**src/rtl/seq_divider_rv32m.sv**
```systemverilog
// Multi-cycle radix-2 restoring divider for RV32M DIV/DIVU/REM/REMU.
// Divide-by-zero and signed overflow finish in one cycle; everything else takes XLEN iterations.
module seq_divider_rv32m #(
  parameter int XLEN  = 32,
  parameter int CNT_W = 6
) (
  input  logic            clk,
  input  logic            rst_n,
  input  logic            div_valid_i,
  input  logic [1:0]      div_op_i,
  input  logic [XLEN-1:0] operand_a_i,
  input  logic [XLEN-1:0] operand_b_i,
  input  logic            flush_i,
  output logic [XLEN-1:0] result_o,
  output logic            div_ready_o,
  output logic            div_busy_o
);

  // Handshake: a request is taken on the rising edge where state is IDLE, div_valid_i=1 and
  // flush_i=0; operands need only be valid on that edge. div_ready_o is a one-cycle pulse in
  // DONE with result_o valid in the same cycle; there is no back-pressure on the result.
  typedef enum logic [1:0] {
    IDLE = 2'd0,
    CALC = 2'd1,
    DONE = 2'd2
  } state_t;

  localparam logic [XLEN-1:0]  INT_MIN = {1'b1, {(XLEN-1){1'b0}}};
  localparam logic [CNT_W-1:0] LAST    = CNT_W'(XLEN - 1);

  state_t           state;
  logic             op_rem;
  logic             is_signed;
  logic             sign_a;
  logic             sign_b;
  logic [XLEN-1:0]  dividend;
  logic [XLEN-1:0]  divisor;
  logic [XLEN-1:0]  rem;
  logic [CNT_W-1:0] count;

  logic             req_signed;
  logic [XLEN-1:0]  abs_a;
  logic [XLEN-1:0]  abs_b;
  logic             b_zero;
  logic             ovf;
  logic [XLEN-1:0]  special_res;

  assign req_signed = ~div_op_i[0];
  assign abs_a      = (req_signed && operand_a_i[XLEN-1]) ? -operand_a_i : operand_a_i;
  assign abs_b      = (req_signed && operand_b_i[XLEN-1]) ? -operand_b_i : operand_b_i;
  assign b_zero     = (operand_b_i == '0);
  assign ovf        = req_signed && (operand_a_i == INT_MIN) && (operand_b_i == '1);
  assign special_res = b_zero ? (div_op_i[1] ? operand_a_i : '1)
                              : (div_op_i[1] ? '0 : INT_MIN);

  // The dividend register doubles as the quotient: each step shifts out a dividend bit
  // and shifts in the new quotient bit.
  logic [XLEN-1:0] rem_shift;
  logic [XLEN:0]   diff;
  logic            ge;
  logic [XLEN-1:0] rem_next;
  logic [XLEN-1:0] quot_next;
  logic [XLEN-1:0] quot_fix;
  logic [XLEN-1:0] rem_fix;

  assign rem_shift = {rem[XLEN-2:0], dividend[XLEN-1]};
  assign diff      = {1'b0, rem_shift} - {1'b0, divisor};
  assign ge        = ~diff[XLEN];
  assign rem_next  = ge ? diff[XLEN-1:0] : rem_shift;
  assign quot_next = {dividend[XLEN-2:0], ge};
  assign quot_fix  = (is_signed && (sign_a ^ sign_b)) ? -quot_next : quot_next;
  assign rem_fix   = (is_signed && sign_a) ? -rem_next : rem_next;

  assign div_busy_o = (state == CALC);

  always_ff @(posedge clk or negedge rst_n) begin
    if (!rst_n) begin
      state       <= IDLE;
      op_rem      <= 1'b0;
      is_signed   <= 1'b0;
      sign_a      <= 1'b0;
      sign_b      <= 1'b0;
      dividend    <= '0;
      divisor     <= '0;
      rem         <= '0;
      count       <= '0;
      result_o    <= '0;
      div_ready_o <= 1'b0;
    end else begin
      div_ready_o <= 1'b0;
      case (state)
        IDLE: begin
          if (div_valid_i && !flush_i) begin
            op_rem    <= div_op_i[1];
            is_signed <= req_signed;
            sign_a    <= req_signed & operand_a_i[XLEN-1];
            sign_b    <= req_signed & operand_b_i[XLEN-1];
            dividend  <= abs_a;
            divisor   <= abs_b;
            rem       <= '0;
            count     <= '0;
            if (b_zero || ovf) begin
              result_o    <= special_res;
              div_ready_o <= 1'b1;
              state       <= DONE;
            end else begin
              state <= CALC;
            end
          end
        end
        CALC: begin
          if (flush_i) begin
            state <= IDLE;
          end else begin
            rem      <= rem_next;
            dividend <= quot_next;
            count    <= count + CNT_W'(1);
            if (count == LAST) begin
              result_o    <= op_rem ? rem_fix : quot_fix;
              div_ready_o <= 1'b1;
              state       <= DONE;
            end
          end
        end
        DONE:    state <= IDLE;
        default: state <= IDLE;
      endcase
    end
  end

endmodule

```
**config.mk**
```make
export PLATFORM = sky130hd
export DESIGN_NAME = seq_divider_rv32m
export DESIGN_NICKNAME = d
export VERILOG_FILES = /design/src/rtl/seq_divider_rv32m.sv
export SDC_FILE = /design/constraint.sdc
export NUM_CORES = 1
export LEC_CHECK = 0
export CAP_MARGIN = 15
export CORE_ASPECT_RATIO = 1.1
export CORE_MARGIN = 2
export CORE_UTILIZATION = 25
export CTS_CLUSTER_DIAMETER = 100
export DETAILED_ROUTE_END_ITERATION = 10
export PLACE_DENSITY = 0.46
export REMOVE_ABC_BUFFERS = 1
export SYNTH_ARGS = -nofsm -noshare
export SYNTH_HDL_FRONTEND = slang
export SYNTH_SLANG_ARGS = --single-unit
```
**constraint.sdc**
```tcl
create_clock -name clk -period 9.8 [get_ports clk]
set_clock_uncertainty 0.1 [all_clocks]
set_input_delay 2.45 -clock clk [delete_from_list [all_inputs] [get_ports clk]]
set_output_delay 2.45 -clock clk [all_outputs]
set_load 0.1 [all_outputs]
```
==> out/qor.json, run 1 <==
{
  "flow_run": {
    "cap_violations": 0
  },
  "finish": {
    "multiInputGateArea_sq_um": 7710,
    "nFillCells": 5128,
    "finish.cell_count_without_fillers": 2221,
    "post_route_cells_drive_above_1_share_pct": 4.92,
    "register_area_sq_um": 3500,
    "layout.cells.most_common_list": "sky130_fd_sc_hd__nand2_1 (189), sky130_fd_sc_hd__o21ai_0 (181), sky130_fd_sc_hd__a21oi_1 (154)",
    "flow.area_growth_from_synthesis_pct": 17.9,
    "finalNetCount": 1722,
    "most_common_cell_after_layout_fill_and_taps_aside": "sky130_fd_sc_hd__nand2_1",
    "final_cell_area_sq_um": 14000,
    "diodes": 0
  },
  "synthesis": {
    "synth_warnings": 0,
    "synth_async_sr_flop_share_pct": 100,
    "post_synth_instance_area_sq_um": 11900,
    "synth_cell_type_count": 88,
    "syn_inst": 1572,
    "synth_enable_flop_cells": 0,
    "synth_seq_cells": 140,
    "synth_ff_type": "sky130_fd_sc_hd__dfrtp_1",
    "yosysSeqAreaShare_pct": 29.5,
    "postSynthAreaPerCell_sq_um": 7.55
  },
  "floorplanning": {
    "io-pin-count": 104,
    "starting_density_of_the_core_pct": 25.4,
    "std_cell_rows": 83,
    "chipWidth_um": 212,
    "die_height_um": 232,
    "core_area_sq_um": 46700,
    "overall_die_area_sq_um": 49200
  },
  "drt": {
    "totalWireLength_um": 42600,
    "route.vias.total": 11678,
    "initialDrtViolationCount": 785,
    "drt-pass1-iter-count": 5,
    "number_of_remaining_drc_errors": 0,
    "vias_per_cell": 5.26,
    "final_antenna_net_count": 0,
    "drt-wirelength-per-cell_um": 19.2
  },
  "setup_path": {
    "timing.critical_path.max_delay_family": "simple AND/OR/NAND/NOR gates",
    "worst-setup-path-type": "primary input to register",
    "worstPathCellList": "clkdlybuf4s50_1 -> or4_1 -> nor4_1 -> and2b_1 -> nand4_1 -> or4_1 -> o21ai_0 -> a21oi_2 -> inv_1 -> buf_16 -> o221a_2 -> nand2_1 -> o21ai_0 -> a21oi_1",
    "reg2reg_slack_ns": 3.88,
    "slowest_stage": "sky130_fd_sc_hd__or4_1",
    "worstRegToRegCells": 19,
    "worst_path_largest_cell_delay_ns": 0.74,
    "reg2reg_to": "result_o[24]",
    "timing.critical_path.from_type": "primary input",
    "worst-path-buf-inv": 3,
    "required_ns": 10.02,
    "setup.worst_path.end_class": "register",
    "critical_path.max_fanout": 33,
    "crit-reg2reg-launch": "dividend[31]",
    "critPathArrivalTime_ns": 6.40
  },
  "global_route": {
    "track_usage_pct": 17.4,
    "met1_usage_pct": 21.5,
    "grt_util_met3_pct": 2.13,
    "gr-usage-met2_pct": 31.2,
    "grt_start_max_net_pins": 91,
    "gr-total-overflow": 0,
    "grt.busiest_layer": "met2",
    "first_global_vias": 11368,
    "grt_antenna_before_repair": 0,
    "grt_first_pass_wirelength_um": 65900
  },
  "clock_tree": {
    "cts_tree": "done",
    "clkSinkCount": 140,
    "insertion_delay_to_the_later_sink_of_the_worst_skew_pair_ns": 0.46,
    "cts.path.max_buffers": 2,
    "h-tree-depth": 4,
    "clkSlewWorstSetupHoldPaths_ns": 0.06,
    "setup_fix_bufs_post_cts": 0,
    "cts_buffers": 17,
    "cts_repair_resize_count": 0,
    "number_of_buffers_inserted_by_hold_repair_at_cts": 0,
    "clk_root_buffer_cell": "sky130_fd_sc_hd__clkbuf_16"
  },
  "pwr": {
    "max-vdd-ir-drop_uv": 186,
    "powerDensity_nw_per_um2": 287,
    "leakage_nw": 5.58
  },
  "timing": {
    "rsz0062_at_grt": "false",
    "fin_setup_tns_ns": 0,
    "timing.final.hold_violations": 0,
    "timing.final.crit_period_ns": 6.17,
    "maxClockFrequency_mhz": 162,
    "post-route-period-util_pct": 63.0,
    "max_slew_margin_pct": 27.1,
    "tightest_slew_ns": 1.09,
    "final-max-slew-violation-count": 0,
    "setup_violations": 0
  },
  "worst_hold_path": {
    "min-delay-path-class": "register to register",
    "min_to": "result_o[4]",
    "timing.hold.worst_path_depth": 2,
    "hold_path_startpoint": "result_o[4]"
  },
  "run_status": {
    "status": "finished, final reports clean"
  },
  "placed_design": {
    "detailedPlacementHpwl_um": 32100,
    "post_detailed_placement_cell_area_sq_um": 13300,
    "io_buffers": 103,
    "place.gp.congestion": 0.848,
    "number_of_instances_in_the_placed_design": 2187
  }
}
cells in the mapped netlist, types with 12 or more instances:
master | instances | area, sq um
sky130_fd_sc_hd__nand2b_1 | 14 | 87.6
sky130_fd_sc_hd__inv_1 | 66 | 248
sky130_fd_sc_hd__o211ai_1 | 28 | 210
sky130_fd_sc_hd__a21oi_1 | 155 | 776
sky130_fd_sc_hd__dfrtp_1 | 140 | 3500
sky130_fd_sc_hd__xor2_1 | 69 | 604
sky130_fd_sc_hd__xnor2_1 | 62 | 543
sky130_fd_sc_hd__nor2_1 | 145 | 544
sky130_fd_sc_hd__o21ai_0 | 181 | 906
sky130_fd_sc_hd__ha_1 | 38 | 475
sky130_fd_sc_hd__buf_2 | 17 | 85.1
sky130_fd_sc_hd__nor4_1 | 19 | 119
sky130_fd_sc_hd__nand4_1 | 22 | 138
sky130_fd_sc_hd__and2_1 | 12 | 75.1
sky130_fd_sc_hd__nand2_1 | 189 | 709
sky130_fd_sc_hd__mux2i_1 | 12 | 120
sky130_fd_sc_hd__or3_1 | 22 | 138
sky130_fd_sc_hd__nand3_1 | 30 | 150
sky130_fd_sc_hd__a31oi_1 | 23 | 144
sky130_fd_sc_hd__or4_1 | 12 | 90.1
sky130_fd_sc_hd__o31ai_1 | 16 | 120
sky130_fd_sc_hd__clkbuf_1 | 64 | 240
sky130_fd_sc_hd__nor3_1 | 38 | 190
routing by layer:
metal	part of all wire, %	vias to the layer above
li1	-	5744
met1	43	5626
met2	51	261
met3	3.4	47
met4	2.2	0
met5	0	-
sequential cells by signal, indices dropped and copies added (netlist names):
name and flops:
dividend 32, divisor 32, result_o 32, rem 31, count 6, state 2, div_ready_o 1, is_signed 1
op_rem 1, sign_a 1, sign_b 1
through the flow:
stage	hold slack, ns	power, mW	setup slack [ns]	utilization, %
floorplan	0.339	2.61	3.44	-
global placement	0.361	3.32	2.83	28.5
detailed placement	0.370	3.32	2.64	28.5
CTS	0.384	4.03	3.10	29.8
global route	0.402	4.34	3.33	29.9
finish	0.377	4.01	3.63	29.9
worst max-delay path by stage:
stage                         endpoint  depth (start not counted)  slack (ns)           start
after global routing      result_o[30]                         14        3.33  operand_b_i[7]
after detailed placement  result_o[30]                         13        2.64  operand_b_i[7]
after CTS                 result_o[30]                         13        3.10  operand_b_i[7]
final                     result_o[30]                         14        3.63  operand_b_i[7]
after floorplan           result_o[27]                         12        3.44  operand_b_i[0]
after global placement    result_o[30]                         13        2.83  operand_b_i[7]
cells by family (layout without fill, tap and decap cells):
kind of cell	Yosys count	after routing	synth area share (%)
AND/OR/NAND/NOR	550	550	22.0
buffers and inverters	162	216	5.67
multiplexers	16	16	1.39
adder cells (fa/ha/maj)	39	39	4.18
flip-flops	140	140	29.5
XOR/XNOR	131	131	9.67
AO/OA/AOI/OAI	534	534	27.6
worst reg2reg max path, delay by kind of cell (launching register included):
| family | cells | cell delay [ns] |
|---|---|---|
| adders and majority gates | 3 | 1.03 |
| AOI/OAI and AO/OA | 8 | 2.05 |
| DFF | 1 | 0.38 |
| buffers and inverters | 1 | 0.09 |
| and+or+nand+nor | 6 | 1.97 |
| xor gates and xnor gates | 1 | 0.20 |
power by group:
group	internal [mW]	switching (mW)	total [mW]
Clock	0.395	0.296	0.691
Sequential	0.690	0.166	0.856
Combinational	0.892	1.58	2.47
Total	1.98	2.04	4.01
final cells by class:
| class | instances | share of cell area, % |
|---|---|---|
| flip-flops and latches | 140 | 25.0 |
| inverters | 67 | 1.82 |
| well taps | 595 | 5.32 |
| clock buffers | 19 | 3.24 |
| multi-input cells | 1270 | 55.1 |
| clock inverters | 13 | 1.11 |
| repair buffers | 117 | 8.33 |
Note: power is estimated with default switching activity, not from simulation.
==> run 2: changes to the inputs <==
==> constraint.sdc (replaced) <==
create_clock -name clk -period 6.05 [get_ports clk]
set_clock_uncertainty 0.1 [all_clocks]
set_input_delay 1.5125 -clock clk [delete_from_list [all_inputs] [get_ports clk]]
set_output_delay 1.5125 -clock clk [all_outputs]
set_load 0.1 [all_outputs]
==> out/qor.json, run 2 (same netlist as run 1, synthesis figures left out) <==
{
  "run_status": {
    "status": {"value": "finished, final reports clean", "change": "unchanged"}
  },
  "clock_tree": {
    "cts_buffers": {"value": 17, "change": "unchanged"},
    "setup_fix_bufs_post_cts": {"value": 0, "change": "unchanged"},
    "clk_root_buffer_cell": {"value": "sky130_fd_sc_hd__clkbuf_16", "change": "unchanged"},
    "cts_repair_resize_count": {"value": 0, "change": "unchanged"},
    "number_of_buffers_inserted_by_hold_repair_at_cts": {"value": 0, "change": "unchanged"},
    "cts.path.max_buffers": {"value": 2, "change": "unchanged"},
    "h-tree-depth": {"value": 4, "change": "unchanged"},
    "cts_tree": {"value": "done", "change": "unchanged"},
    "clkSlewWorstSetupHoldPaths": {"value": 0.06, "unit": "ns", "change": "about the same"},
    "insertion_delay_to_the_later_sink_of_the_worst_skew_pair": {"value": 0.45, "unit": "ns", "change": "was 0.46 ns"},
    "clkSinkCount": {"value": 140, "change": "unchanged"}
  },
  "finish": {
    "layout.cells.most_common_list": {"value": "sky130_fd_sc_hd__nand2_1 (189), sky130_fd_sc_hd__o21ai_0 (181), sky130_fd_sc_hd__a21oi_1 (154)", "change": "unchanged"},
    "most_common_cell_after_layout_fill_and_taps_aside": {"value": "sky130_fd_sc_hd__nand2_1", "change": "unchanged"},
    "finalNetCount": {"value": 1734, "change": "was 1722"},
    "diodes": {"value": 0, "change": "unchanged"},
    "reg.largest.list": {"value": "dividend (32), divisor (32), result_o (32)", "change": "unchanged"},
    "nFillCells": {"value": 5116, "change": "was 5128"},
    "final_core_util": {"value": 30.0, "unit": "%", "change": "was 29.9%"},
    "post_route_cells_drive_above_1_share": {"value": 5.50, "unit": "%", "change": "was 4.92%"},
    "flow.area_growth_from_synthesis": {"value": 18.2, "unit": "%", "change": "was 17.9%"},
    "finish.cell_count_without_fillers": {"value": 2232, "change": "was 2221"}
  },
  "floorplanning": {
    "starting_density_of_the_core": {"value": 25.4, "unit": "%", "change": "unchanged"},
    "std_cell_rows": {"value": 83, "change": "unchanged"},
    "io-pin-count": {"value": 104, "change": "unchanged"},
    "overall_die_area": {"value": 49200, "unit": "sq um", "change": "unchanged"},
    "core_area": {"value": 46700, "unit": "sq um", "change": "unchanged"},
    "die_height": {"value": 232, "unit": "um", "change": "unchanged"},
    "chipWidth": {"value": 212, "unit": "um", "change": "unchanged"}
  },
  "setup_path": {
    "worstRegToRegCells": {"value": 20, "change": "was 19"},
    "required": {"value": 6.29, "unit": "ns", "change": "was 10.02 ns"},
    "crit-reg2reg-launch": {"value": "dividend[31]", "change": "unchanged"},
    "reg2reg_slack": {"value": 1.09, "unit": "ns", "change": "was 3.88 ns"},
    "critical_path.max_fanout": {"value": 32, "change": "was 33"},
    "critPathArrivalTime": {"value": 5.51, "unit": "ns", "change": "was 6.40 ns"},
    "worst-setup-path-type": {"value": "primary input to register", "change": "unchanged"},
    "setup.worst_path.end_class": {"value": "register", "change": "unchanged"},
    "reg2reg_to": {"value": "result_o[24]", "change": "unchanged"},
    "timing.critical_path.from_type": {"value": "primary input", "change": "unchanged"}
  },
  "timing": {
    "timing.final.hold_violations": {"value": 0, "change": "unchanged"},
    "worst_slack": {"value": 0.781, "unit": "ns", "change": "was 3.63 ns"},
    "final-max-slew-violation-count": {"value": 0, "change": "unchanged"},
    "rsz0062_at_grt": {"value": "false", "change": "unchanged"},
    "timing.final.crit_period_ns": 5.27,
    "post-route-period-util_pct": 87.1,
    "fin_setup_tns": {"value": 0, "unit": "ns", "change": "unchanged"},
    "maxClockFrequency_mhz": 190,
    "setup_violations": {"value": 0, "change": "unchanged"},
    "tightest_slew": {"value": 0.998, "unit": "ns", "change": "was 1.09 ns"},
    "max_slew_margin": {"value": 33.3, "unit": "%", "change": "was 27.1%"}
  },
  "pwr": {
    "powerDensity": {"value": 466, "unit": "nW/um^2", "change": "was 287 nW/um^2"},
    "leakage": {"value": 5.62, "unit": "nW", "change": "was 5.58 nW"},
    "max-vdd-ir-drop": {"value": 250, "unit": "uV", "change": "was 186 uV"},
    "power_report.internal_total": {"value": 3.23, "unit": "mW", "change": "was 1.98 mW"},
    "power.switching": {"value": 3.31, "unit": "mW", "change": "was 2.04 mW"},
    "power_switching_share": {"value": 50.6, "unit": "%", "change": "was 50.8%"},
    "p_seq_share": {"value": 21.1, "unit": "%", "change": "was 21.3%"},
    "power.clock.fraction": {"value": 16.7, "unit": "%", "change": "was 17.2%"},
    "combPwrFrac": {"value": 62.2, "unit": "%", "change": "was 61.5%"}
  },
  "drt": {
    "vias_per_cell": {"value": 5.22, "change": "was 5.26"},
    "final_antenna_net_count": {"value": 0, "change": "unchanged"},
    "number_of_remaining_drc_errors": {"value": 0, "change": "unchanged"},
    "totalWireLength": {"value": 42900, "unit": "um", "change": "was 42600 um"},
    "drt-pass1-iter-count": {"value": 8, "change": "was 5"},
    "route.vias.total": {"value": 11650, "change": "was 11678"},
    "initialDrtViolationCount": {"value": 750, "change": "was 785"},
    "drt-wirelength-per-cell": {"value": 19.2, "unit": "um", "change": "about the same"}
  },
  "global_route": {
    "gr-total-overflow": {"value": 0, "change": "unchanged"},
    "grt_antenna_before_repair": {"value": 1, "change": "was 0"},
    "grt_first_pass_wirelength": {"value": 66800, "unit": "um", "change": "was 65900 um"},
    "grt_start_max_net_pins": {"value": 91, "change": "unchanged"},
    "track_usage": {"value": 17.7, "unit": "%", "change": "was 17.4%"},
    "first_global_vias": {"value": 11455, "change": "was 11368"}
  },
  "placed_design": {
    "place.gp.congestion": {"value": 0.847, "change": "was 0.848"},
    "detailedPlacementHpwl": {"value": 32700, "unit": "um", "change": "was 32100 um"},
    "pre_cts_slack": {"value": 0.357, "unit": "ns", "change": "was 2.64 ns"},
    "io_buffers": {"value": 103, "change": "unchanged"},
    "number_of_instances_in_the_placed_design": {"value": 2201, "change": "was 2187"}
  },
  "worst_hold_path": {
    "hold_path_startpoint": {"value": "result_o[5]", "change": "was result_o[4]"},
    "min-delay-path-class": {"value": "register to register", "change": "unchanged"},
    "min_to": {"value": "result_o[5]", "change": "was result_o[4]"},
    "timing.hold.worst_path_depth": {"value": 2, "change": "unchanged"}
  },
  "flow_run": {
    "cap_violations": {"value": 0, "change": "unchanged"}
  }
}
[run 2: how the worst max path moves through the flow]
stage	end	cells after the start	slack [ns]	startpoint
floorplan	result_o[27]	9	-0.19	state[1]
global placement	result_o[30]	14	0.46	operand_b_i[7]
detailed placement	result_o[30]	14	0.36	operand_b_i[7]
CTS	result_o[30]	14	0.83	operand_b_i[7]
global route	result_o[30]	14	0.53	operand_b_i[7]
finish	result_o[30]	14	0.78	operand_b_i[7]
[run 2: stage by stage]
step                area, sq um  hold WS (ns)  power [mW]
floorplan                 11400         0.339        4.24
global route              14000         0.406        7.08
CTS                       14000         0.388        6.56
detailed placement        13400         0.373        5.44
finish                    14000         0.377        6.54
global placement          13400         0.365        5.41
[run 2: worst max-delay path, stage by stage]
cell                              delay (ns)
sky130_fd_sc_hd__clkdlybuf4s50_1        0.50
sky130_fd_sc_hd__or4_1                  0.63
sky130_fd_sc_hd__nor4_1                 0.27
sky130_fd_sc_hd__and2b_1                0.30
sky130_fd_sc_hd__nand4_1                0.26
sky130_fd_sc_hd__or4_1                  0.74
sky130_fd_sc_hd__o21ai_0                0.23
sky130_fd_sc_hd__a21oi_2                0.11
sky130_fd_sc_hd__inv_1                  0.18
sky130_fd_sc_hd__buf_4                  0.34
sky130_fd_sc_hd__o221a_2                0.26
sky130_fd_sc_hd__nand2_1                0.05
sky130_fd_sc_hd__o21ai_0                0.07
sky130_fd_sc_hd__a21oi_1                0.06
[run 2: cell type report]
cell class / count / area, sq um / area share [%]
Multi-Input combinational cell: 1270 / 7710 / 55.0
Sequential cell: 140 / 3500 / 25.0
Timing Repair Buffer: 129 / 1230 / 8.75
Tap cell: 595 / 744 / 5.31
Clock buffer: 19 / 453 / 3.23
Inverter: 67 / 254 / 1.81
Clock inverter: 12 / 135 / 0.964
[run 2: power groups by stage]
stage	logic (mW)	registers [mW]	clock network, mW
floorplan	2.94	1.30	0
global placement	4.01	1.40	0
detailed placement	4.04	1.40	0
CTS	4.06	1.38	1.12
global route	4.53	1.41	1.15
finish	4.07	1.38	1.09
[run 2: metal layers]
metal	share of wire (%)	vias up	global-route usage, %
met3	2.8	56	2.29
met2	50	214	31.6
met4	3.0	2	6.58
met5	0.016	-	0
li1	-	5765	-
met1	44	5613	21.5
==> run 3: changes to the inputs <==
--- a/config.mk
+++ b/config.mk
@@ -11,8 +11,8 @@
 export CORE_UTILIZATION = 25
 export CTS_CLUSTER_DIAMETER = 100
 export DETAILED_ROUTE_END_ITERATION = 10
-export PLACE_DENSITY = 0.46
 export REMOVE_ABC_BUFFERS = 1
+export SETUP_SLACK_MARGIN = 0.3
 export SYNTH_ARGS = -nofsm -noshare
 export SYNTH_HDL_FRONTEND = slang
 export SYNTH_SLANG_ARGS = --single-unit
==> out/qor.json, run 3 (same netlist as run 1, synthesis figures left out) <==
{
  "run_status": {
    "status": {"value": "finished, final reports clean", "change": "unchanged"}
  },
  "pwr": {
    "leakage": {"value": 5.60, "unit": "nW", "change": "was 5.62 nW"},
    "power_switching_share": {"value": 50.5, "unit": "%", "change": "was 50.6%"},
    "power.switching": {"value": 3.31, "unit": "mW", "change": "about the same"},
    "combPwrFrac": {"value": 61.5, "unit": "%", "change": "was 62.2%"},
    "powerDensity": {"value": 468, "unit": "nW/um^2", "change": "was 466 nW/um^2"},
    "power.clock.fraction": {"value": 17.2, "unit": "%", "change": "was 16.7%"},
    "power_report.internal_total": {"value": 3.24, "unit": "mW", "change": "was 3.23 mW"},
    "max-vdd-ir-drop": {"value": 243, "unit": "uV", "change": "was 250 uV"},
    "p_seq_share": {"value": 21.3, "unit": "%", "change": "was 21.1%"}
  },
  "drt": {
    "totalWireLength": {"value": 40900, "unit": "um", "change": "was 42900 um"},
    "vias_per_cell": {"value": 5.34, "change": "was 5.22"},
    "drt-pass1-iter-count": {"value": 5, "change": "was 8"},
    "final_antenna_net_count": {"value": 0, "change": "unchanged"},
    "initialDrtViolationCount": {"value": 888, "change": "was 750"},
    "number_of_remaining_drc_errors": {"value": 0, "change": "unchanged"},
    "route.vias.total": {"value": 11891, "change": "was 11650"},
    "drt-wirelength-per-cell": {"value": 18.4, "unit": "um", "change": "was 19.2 um"}
  },
  "setup_path": {
    "critical_path.max_fanout": {"value": 21, "change": "was 32"},
    "setup.worst_path.end_class": {"value": "register", "change": "unchanged"},
    "timing.critical_path.from_type": {"value": "primary input", "change": "unchanged"},
    "required": {"value": 6.29, "unit": "ns", "change": "about the same"},
    "critPathArrivalTime": {"value": 5.62, "unit": "ns", "change": "was 5.51 ns"},
    "worst_path_largest_cell_delay": {"value": 0.71, "unit": "ns", "change": "was 0.74 ns"},
    "worstPathCellList": {"value": "clkdlybuf4s50_1 -> or4_1 -> nor4_1 -> and2b_1 -> nand4_1 -> or4_1 -> o21ai_0 -> a21oi_2 -> inv_1 -> buf_4 -> o21ai_0 -> o22a_1", "change": "was clkdlybuf4s50_1 -> or4_1 -> nor4_1 -> and2b_1 -> nand4_1 -> or4_1 -> o21ai_0 -> a21oi_2 -> inv_1 -> buf_4 -> o221a_2 -> nand2_1 -> o21ai_0 -> a21oi_1"},
    "timing.critical_path.max_delay_family": {"value": "simple AND/OR/NAND/NOR gates", "change": "unchanged"},
    "slowest_stage": {"value": "sky130_fd_sc_hd__or4_1", "change": "unchanged"},
    "worst-path-buf-inv": {"value": 3, "change": "unchanged"},
    "worst-setup-path-type": {"value": "primary input to register", "change": "unchanged"}
  },
  "timing": {
    "post-route-period-util": {"value": 88.9, "unit": "%", "change": "was 87.1%"},
    "rsz0062_at_grt": {"value": "false", "change": "unchanged"},
    "final-max-slew-violation-count": {"value": 0, "change": "unchanged"},
    "timing.final.hold_violations": {"value": 0, "change": "unchanged"},
    "tightest_slew": {"value": 1.08, "unit": "ns", "change": "was 0.998 ns"},
    "max_slew_margin": {"value": 28.1, "unit": "%", "change": "was 33.3%"},
    "timing.final.crit_period": {"value": 5.38, "unit": "ns", "change": "was 5.27 ns"},
    "maxClockFrequency": {"value": 186, "unit": "MHz", "change": "was 190 MHz"},
    "fin_setup_tns": {"value": 0, "unit": "ns", "change": "unchanged"},
    "worst_slack": {"value": 0.669, "unit": "ns", "change": "was 0.781 ns"},
    "setup_violations": {"value": 0, "change": "unchanged"}
  },
  "global_route": {
    "track_usage": {"value": 16.6, "unit": "%", "change": "was 17.7%"},
    "grt_start_max_net_pins": {"value": 102, "change": "was 91"},
    "first_global_vias": {"value": 11582, "change": "was 11455"},
    "gr-total-overflow": {"value": 0, "change": "unchanged"},
    "grt_first_pass_wirelength": {"value": 63500, "unit": "um", "change": "was 66800 um"},
    "grt_antenna_before_repair": {"value": 0, "change": "was 1"}
  },
  "finish": {
    "post_route_cells_drive_above_1_share": {"value": 5.15, "unit": "%", "change": "was 5.50%"},
    "final_core_util": {"value": 30.0, "unit": "%", "change": "about the same"},
    "reg.largest.list": {"value": "dividend (32), divisor (32), result_o (32)", "change": "unchanged"},
    "diodes": {"value": 0, "change": "unchanged"},
    "layout.cells.most_common_list": {"value": "sky130_fd_sc_hd__nand2_1 (189), sky130_fd_sc_hd__o21ai_0 (181), sky130_fd_sc_hd__a21oi_1 (154)", "change": "unchanged"},
    "finalNetCount": {"value": 1728, "change": "was 1734"},
    "most_common_cell_after_layout_fill_and_taps_aside": {"value": "sky130_fd_sc_hd__nand2_1", "change": "unchanged"},
    "flow.area_growth_from_synthesis": {"value": 18.1, "unit": "%", "change": "was 18.2%"}
  },
  "clock_tree": {
    "cts_tree": {"value": "done", "change": "unchanged"},
    "clkSinkCount": {"value": 140, "change": "unchanged"},
    "cts_repair_resize_count": {"value": 0, "change": "unchanged"},
    "setup_fix_bufs_post_cts": {"value": 0, "change": "unchanged"},
    "clk_root_buffer_cell": {"value": "sky130_fd_sc_hd__clkbuf_16", "change": "unchanged"},
    "cts_buffers": {"value": 17, "change": "unchanged"},
    "h-tree-depth": {"value": 4, "change": "unchanged"},
    "cts.path.max_buffers": {"value": 2, "change": "unchanged"},
    "number_of_buffers_inserted_by_hold_repair_at_cts": {"value": 0, "change": "unchanged"},
    "clkSlewWorstSetupHoldPaths": {"value": 0.07, "unit": "ns", "change": "was 0.06 ns"},
    "insertion_delay_to_the_later_sink_of_the_worst_skew_pair": {"value": 0.46, "unit": "ns", "change": "was 0.45 ns"}
  },
  "flow_run": {
    "cap_violations": {"value": 0, "change": "unchanged"}
  },
  "floorplanning": {
    "std_cell_rows": {"value": 83, "change": "unchanged"},
    "starting_density_of_the_core": {"value": 25.4, "unit": "%", "change": "unchanged"},
    "die_height": {"value": 232, "unit": "um", "change": "unchanged"},
    "io-pin-count": {"value": 104, "change": "unchanged"},
    "core_area": {"value": 46700, "unit": "sq um", "change": "unchanged"},
    "overall_die_area": {"value": 49200, "unit": "sq um", "change": "unchanged"},
    "chipWidth": {"value": 212, "unit": "um", "change": "unchanged"}
  },
  "placed_design": {
    "io_buffers": {"value": 103, "change": "unchanged"},
    "place.gp.congestion": {"value": 0.934, "change": "was 0.847"},
    "pre_cts_slack": {"value": 0.283, "unit": "ns", "change": "was 0.357 ns"},
    "detailedPlacementHpwl": {"value": 30900, "unit": "um", "change": "was 32700 um"}
  },
  "worst_hold_path": {
    "min-delay-path-class": {"value": "register to register", "change": "unchanged"}
  }
}
==> run 3: cell count changes in the layout (fill, tap and decap cells not counted), sizes merged <==
cell and delta:
bufinv +1, clkbuf -1, inv +1, buf -6
==> run 3: path summary, 6_finish.rpt <==
path | startpoint | to | slack (ns) | cells after the start
setup reg to reg | dividend[31] | result_o[24] | 1.02 | 20
hold / removal | result_o[5] | result_o[5] | 0.38 | 2
setup / recovery | operand_b_i[7] | result_o[13] | 0.67 | 12
hold reg to reg | result_o[5] | result_o[5] | 0.38 | 2
min in group asynchronous | rst_n | divisor[29] | 1.08 | 1
max in group asynchronous | rst_n | dividend[7] | 3.62 | 2
==> run 3: worst min-delay path, delay by kind of cell, from the launching register on <==
kind / cells / cell delay [ns]
flops: 1 / 0.34
compound gates: 1 / 0.06
simple gates: 1 / 0.04
==> run 3: layer usage <==
layer / track usage [%] / wire length (um) / vias to the layer above
li1: - / - / 5764
met1: 19.5 / 16600 / 5683
met2: 29.2 / 20500 / 357
met3: 2.48 / 1950 / 87
met4: 8.27 / 1850 / 0
met5: 0 / 0 / -
==> run 3: per-stage QoR <==
stage	cells	hold slack, ns	total power, mW	instance area, sq um
2_1_floorplan	1477	0.339	4.24	11400
3_3_place_gp	2195	0.366	5.31	13400
3_5_place_dp	2195	0.371	5.37	13400
4_1_cts	2227	0.384	6.53	14000
5_1_grt	2227	0.405	7.02	14000
6_report	2227	0.375	6.55	14000
==> run 3: cell type report <==
type                       instances  area, sq um
sequential                       140         3500
multi-input combinational       1270         7710
inverter                          67          254
clock buffer                      18          429
fill                            5050        32700
timing repair buffer             123         1180
tap                              595          744
clock inverter                    14          186
==> run 3: power by group through the flow <==
stage / clock [mW] / combinational, mW / sequential (mW)
2_1_floorplan: 0 / 2.94 / 1.30
3_3_place_gp: 0 / 3.91 / 1.40
3_5_place_dp: 0 / 3.97 / 1.40
4_1_cts: 1.15 / 3.99 / 1.39
5_1_grt: 1.18 / 4.42 / 1.41
6_report: 1.13 / 4.03 / 1.39
